[config.mk]
export PLATFORM = sky130hd
export DESIGN_NAME = cga_bus_if
export DESIGN_NICKNAME = d
export VERILOG_FILES = /design/src/rtl/cga_bus_if.sv
export SDC_FILE = /design/constraint.sdc
export NUM_CORES = 1
export LEC_CHECK = 0
export BUFFER_PORTS_ARGS = -buffer_cell sky130_fd_sc_hd__buf_2
export CORE_MARGIN = 5
export CORE_UTILIZATION = 46
export CTS_CLUSTER_DIAMETER = 60
export CTS_CLUSTER_SIZE = 16
export DETAILED_ROUTE_END_ITERATION = 8
export GPL_TIMING_DRIVEN = 0
export PLACE_DENSITY_LB_ADDON = 0.3
export SLEW_MARGIN = 20
export SYNTH_ARGS = -nofsm -noshare
export SYNTH_HDL_FRONTEND = slang
export SYNTH_SLANG_ARGS = --single-unit
[constraint.sdc]
create_clock -name clk -period 2.03 [get_ports clk]
set_clock_uncertainty 0.05 [all_clocks]
set_input_delay 0.406 -clock clk [delete_from_list [all_inputs] [get_ports clk]]
set_output_delay 0.406 -clock clk [all_outputs]
set_load 0.02 [all_outputs]
[src/rtl/cga_bus_if.sv]
// cga_bus_if: ISA port decode, register file, strobe/status sync, VRAM wait FSM and blink for the CGA adapter
module cga_bus_if #(
    parameter logic [15:0] IO_BASE_ADDR = 16'h3D0,
    parameter int          USE_BUS_WAIT = 0,
    parameter logic [4:0]  SLOT_START   = 5'd17,
    parameter logic [4:0]  SLOT_END     = 5'd20,
    parameter int          BLINK_FRAMES = 8,
    parameter logic [7:0]  CTRL_RESET   = 8'h28
) (
    input  logic        clk,
    input  logic        reset,
    input  logic [15:0] bus_a,
    input  logic [7:0]  bus_d,
    input  logic        bus_ior_l,
    input  logic        bus_iow_l,
    input  logic        bus_memr_l,
    input  logic        bus_memw_l,
    input  logic        bus_aen,
    input  logic        mem_cs,
    input  logic [4:0]  clk_seq,
    input  logic [7:0]  crtc_dout,
    input  logic        vsync_l,
    input  logic        display_en,
    input  logic        lp_sw_l,
    output logic [7:0]  bus_out,
    output logic        bus_dir,
    output logic        bus_rdy,
    output logic        crtc_cs,
    output logic        crtc_wr,
    output logic [7:0]  ctrl_reg,
    output logic [7:0]  color_reg,
    output logic        blink
);
    typedef enum logic [1:0] {S_IDLE, S_WAIT_OPEN, S_WAIT_DONE, S_READY} state_t;

    logic       r_iow_s1, r_iow_s2, r_iow_s3, r_armed;
    logic [1:0] r_live;
    logic       r_vs_s1, r_vs_s2, r_vs_s3, r_de_s1, r_de_s2;
    logic [7:0] r_ctrl, r_color, r_cnt;
    logic       r_lp, r_blink, r_rdy;
    state_t     r_state;

    logic       w_hit, w_crtc, w_wr_stb, w_stat_sel, w_crtc_rd, w_access, w_vs_rise;
    logic [7:0] w_status;

    assign w_hit      = ~bus_aen & (bus_a[15:4] == IO_BASE_ADDR[15:4]);
    assign w_crtc     = w_hit & ~bus_a[3];
    // Strobes only after a released (high) iow_l has been seen, so a write spanning reset is dropped
    assign w_wr_stb   = r_armed & r_iow_s3 & ~r_iow_s2;
    assign w_stat_sel = w_hit & (bus_a[3:0] == 4'hA);
    assign w_crtc_rd  = w_crtc & bus_a[0];
    assign w_access   = mem_cs & (~bus_memr_l | ~bus_memw_l);
    assign w_vs_rise  = r_vs_s3 & ~r_vs_s2;
    assign w_status   = {4'b1111, r_vs_s2, lp_sw_l, r_lp, ~r_de_s2};

    assign crtc_cs   = w_crtc;
    assign crtc_wr   = w_wr_stb & w_crtc;
    assign bus_dir   = ~bus_ior_l & (w_stat_sel | w_crtc_rd);
    assign bus_out   = (~bus_ior_l & w_stat_sel) ? w_status :
                       (~bus_ior_l & w_crtc_rd)  ? crtc_dout : 8'h00;
    assign bus_rdy   = (USE_BUS_WAIT != 0) ? r_rdy : 1'b1;
    assign ctrl_reg  = r_ctrl;
    assign color_reg = r_color;
    assign blink     = r_blink;

    always_ff @(posedge clk) begin
        if (reset) begin
            r_iow_s1 <= 1'b1;
            r_iow_s2 <= 1'b1;
            r_iow_s3 <= 1'b1;
            r_live   <= 2'b00;
            r_armed  <= 1'b0;
            r_vs_s1  <= 1'b1;
            r_vs_s2  <= 1'b1;
            r_vs_s3  <= 1'b1;
            r_de_s1  <= 1'b0;
            r_de_s2  <= 1'b0;
        end else begin
            r_iow_s1 <= bus_iow_l;
            r_iow_s2 <= r_iow_s1;
            r_iow_s3 <= r_iow_s2;
            r_live   <= {r_live[0], 1'b1};
            r_armed  <= r_armed | (r_live[1] & r_iow_s2);
            r_vs_s1  <= vsync_l;
            r_vs_s2  <= r_vs_s1;
            r_vs_s3  <= r_vs_s2;
            r_de_s1  <= display_en;
            r_de_s2  <= r_de_s1;
        end
    end

    always_ff @(posedge clk) begin
        if (reset) begin
            r_ctrl  <= CTRL_RESET;
            r_color <= 8'h00;
            r_lp    <= 1'b0;
        end else if (w_wr_stb && w_hit) begin
            if (bus_a[3:0] == 4'h8) r_ctrl <= bus_d;
            if (bus_a[3:0] == 4'h9) r_color <= bus_d;
            if (bus_a[3:0] == 4'hB) r_lp <= 1'b0;
            if (bus_a[3:0] == 4'hC) r_lp <= 1'b1;
        end
    end

    always_ff @(posedge clk) begin
        if (reset) begin
            r_cnt   <= 8'd0;
            r_blink <= 1'b0;
        end else if (w_vs_rise) begin
            r_cnt   <= (r_cnt == 8'(BLINK_FRAMES - 1)) ? 8'd0 : r_cnt + 8'd1;
            r_blink <= (r_cnt == 8'(BLINK_FRAMES - 1)) ? ~r_blink : r_blink;
        end
    end

    always_ff @(posedge clk) begin
        if (reset) begin
            r_state <= S_IDLE;
            r_rdy   <= 1'b1;
        end else if (!w_access) begin
            r_state <= S_IDLE;
            r_rdy   <= 1'b1;
        end else begin
            case (r_state)
                S_IDLE: begin
                    r_rdy   <= 1'b0;
                    r_state <= (clk_seq == SLOT_START) ? S_WAIT_DONE : S_WAIT_OPEN;
                end
                S_WAIT_OPEN: r_state <= (clk_seq == SLOT_START) ? S_WAIT_DONE : S_WAIT_OPEN;
                S_WAIT_DONE: begin
                    r_state <= (clk_seq == SLOT_END) ? S_READY : S_WAIT_DONE;
                    r_rdy   <= (clk_seq == SLOT_END);
                end
                default: r_rdy <= 1'b1;
            endcase
        end
    end
endmodule

==> summary.md <==
The flow ran to the end, and the final reports show no timing, DRC or antenna violations. The die extent in y came out at 69.6 um. Counting flops and latches in the post-synthesis netlist gives 37. The logs give 0.42 ns for the reg2reg setup slack and 66.9% for the final core area utilization. The I/O pin count is 77, and the async set or reset register ratio after synthesis is 0%. Final-report setup violation count: 0. For this run the aggregate overflow at the end of global routing stands at 0. OpenSTA, run right after detailed placement, puts the worst setup slack at -0.202 ns.

The synthesized design devotes to its leading area cell type 45.3% of total area. The tools report the final-report max-slew violation count as 0. Across the run, the number of max-cap violations was 0. The cell area that synthesis handed to floorplanning was 1640 sq um. The total cell area at the placement stage was 2030 sq um; the average wire length per cell after detail routing was 14.5 um. Clock tree synthesis inserted a total of 5 buffers. At the worst endpoint, the arrival time is 1.56 ns.

In this design, the largest share of critical-path delay is due to simple AND/OR/NAND/NOR gates. The die covers 4850 sq um. The count of nets left with antenna violations once routing finished came out at 0. Based on the critical path, the design can be clocked at up to 0.497 GHz. The pin count of the biggest net entering global routing is 11, and the detail-routed via count per cell is 5.27. Dividing total power by cell area gives a power density of 537 nW/um^2.

In the routed design, unresolved DRC markers number 0. A synthesized cell averages 8.65 sq um. The run gives 37 as the sink count of the clock tree.

Among the stages of the critical path, the cell type that occurs most often is sky130_fd_sc_hd__buf_6. Yosys attributes the largest share of cell area to sky130_fd_sc_hd__dfxtp_1, sky130_fd_sc_hd__a21oi_1, sky130_fd_sc_hd__o21ai_0, sky130_fd_sc_hd__nor2_1, sky130_fd_sc_hd__nand4_1. STA classifies the critical path endpoint as an output pin.

The tools report the placed wire-length estimate as 3090 um. The logs give 3390 sq um for the core box area and 48.2% for the effective utilization at floorplan. The slowest stage of the critical path is the sky130_fd_sc_hd__nor4_4 cell.

Start-to-end type of the worst setup path: input pin to output pin. The deepest clock path buffer count is 2, and the part of the cycle the worst path needs is 99.1%. The worst pin sits at a relative slew slack of 64.2%. Global routing used 18.1% of the available tracks across all layers. For the pin with the worst max-slew slack, the measured transition is 0.535 ns.

The count of vias placed by the detailed router is 1645. For the leakage power summed over all cells, the log shows 0.940 nW. IR analysis of the VDD net gives a maximum drop of 423 uV. Counting both buffers and inverters, the worst setup path holds a total of 4.

In the final layout, the share of cells above drive strength 1 is 39.8%. The most used flip-flop cell after synthesis is sky130_fd_sc_hd__dfxtp_1. The count of routing violations after the opening detailed-route iteration is 104, and the count of input and output buffers is 67. The root buffer cell chosen for the clock tree is sky130_fd_sc_hd__clkbuf_4.

For this run, the detailed router's first-pass iteration total came to 4. The chip width is 69.6 um, and the net count of the mapped netlist is 238. For the worst-skew pair, the clock arrives at the later sink with an insertion delay of 0.33 ns.

For the number of inserted filler cells in the final layout, the log shows 282. For this run, the slowest stage of the critical path takes 0.28 ns. The final critical path time including I/O delays and setup is 2.01 ns. Relative to the synthesized area, the layout overhead comes to 38.7%. Counting distinct cell types in the post-synthesis netlist gives 36.

For the worst setup path, the data required time is 1.57 ns. The commonest cells after synthesis are sky130_fd_sc_hd__dfxtp_1, sky130_fd_sc_hd__a21oi_1, sky130_fd_sc_hd__nor2_1. The share of the Yosys chip area taken by registers is 45.3%. Setup repair after global routing could not meet its margin everywhere. Traced cell by cell, the critical path runs through buf_6, nor4_4, and4_1, buf_6, nand2b_4, buf_8, nor2_4, buf_6.

The first global-routing pass estimated 7020 um of wire. In the synthesized netlist, the number of instances is 189. The number of antenna diodes in the final layout is 0. The largest total area in the synthesized netlist belongs to sky130_fd_sc_hd__dfxtp_1.

The total routed wirelength is 4520 um. The logs give 0 for the initial antenna violation count and 2 for the H-tree depth. TritonCTS built the clock tree. The number of warnings reported in the yosys synthesis log was 0.

For the post-route standard cell area excluding fillers, the log shows 2270 sq um. STA classifies the critical path startpoint as an input pin. At the end of routability-driven placement, the weighted congestion stood at 0.814. The total count of hold-check failures in the final report is 0. The logs give 1531 for the via count of the first global-routing pass and 0.0180 ns for the final worst setup slack. In this run, synthesis inferred 0 flip-flops with an integrated enable. At the end of the flow, the number of nets in the layout was 314. The finished layout holds 312 standard cells, fillers aside.

The dominant cell by count in the synthesized netlist is sky130_fd_sc_hd__dfxtp_1. The path type of the worst min-delay path is input pin to register. Along the worst path, the maximum fanout reaches 5. The total placed cells including tap cells was 302; the cell row count was 21.

Clock-pin slew was measured on the worst setup and hold paths at 0.09 ns.
## kinds of logic (layout without fill, tap and decap cells)
logic type,after synthesis,after routing,share of synthesized area (%)
compound gates,43,43,14.1
xor+xnor,8,8,4.28
fa+ha+maj,1,1,0.765
buf+inv,17,94,5.58
flops,37,37,45.3
mux,1,1,0.612
other cells,1,1,0.229
simple gates,81,81,29.2
## layer usage
layer	track usage, %	up-vias	wire, um
li1	-	810	-
met1	21.7	748	1890
met2	28.1	77	2110
met3	7.25	10	412
met4	8.51	0	108
met5	0	-	0
## placed cells by master (no fill, tap or decap), types with 7 or more instances in the layout
cell                        n
sky130_fd_sc_hd__buf_2     59
sky130_fd_sc_hd__dfxtp_1   37
sky130_fd_sc_hd__a21oi_1   22
sky130_fd_sc_hd__o21ai_0   16
sky130_fd_sc_hd__buf_6     14
sky130_fd_sc_hd__nand4_1   12
sky130_fd_sc_hd__nor2_1    12
sky130_fd_sc_hd__nor2_4     9
sky130_fd_sc_hd__clkbuf_1   8
sky130_fd_sc_hd__nand3_1    8
sky130_fd_sc_hd__nor2b_1    7
## through the flow
stage	setup TNS, ns	total power [W]	hold slack (ns)
finish	0	0.00122	0.199
global route	-0.279	0.00128	0.178
CTS	0	0.00122	0.182
detailed placement	-1.45	0.000863	0.347
global placement	-0.872	0.000859	0.342
floorplan	0	0.000807	0.339
## final cells by class
cell class	instances	area, sq um	area share, %
clock buffers	8	48.8	2.15
inverters	2	7.51	0.331
multi-input cells	135	893	39.4
repair buffers	70	430	19.0
plain buffers	14	90.1	3.97
well taps	46	57.6	2.54
flip-flops and latches	37	741	32.7
## power breakdown
part	leakage (nW)	total [W]	internal, W	switching, W
sequential	0.301	0.000743	0.000737	0.00000631
clock	0.0265	0.000359	0.000138	0.000221
combinational	0.613	0.000116	0.0000549	0.0000614
## worst register-to-register path: cells and delay by family (launching register included)
| family | cells | cell delay [ns] |
|---|---|---|
| flops | 1 | 0.34 |
| compound gates | 2 | 0.27 |
| buf+inv | 1 | 0.18 |
| simple gates | 2 | 0.65 |
## worst paths after layout
kind / startpoint / to / depth (start not counted)
setup / recovery: bus_a[10] / bus_out[5] / 8
hold / removal: vsync_l / r_vs_s1 / 2
setup reg to reg: r_iow_s2 / color_reg[6] / 5
hold reg to reg: r_vs_s1 / r_vs_s2 / 1
## timing repair
action / in CTS / in global routing
gates cloned: 1 / 0
resized for setup: 23 / 25
pin swaps: 5 / 9
setup buffers: 2 / 0
setup endpoints to repair: 11 / 9
endpoints found under the hold margin: 0 / 0
hold buffers: 0 / 0
Note: power is estimated with default switching activity, not from simulation.
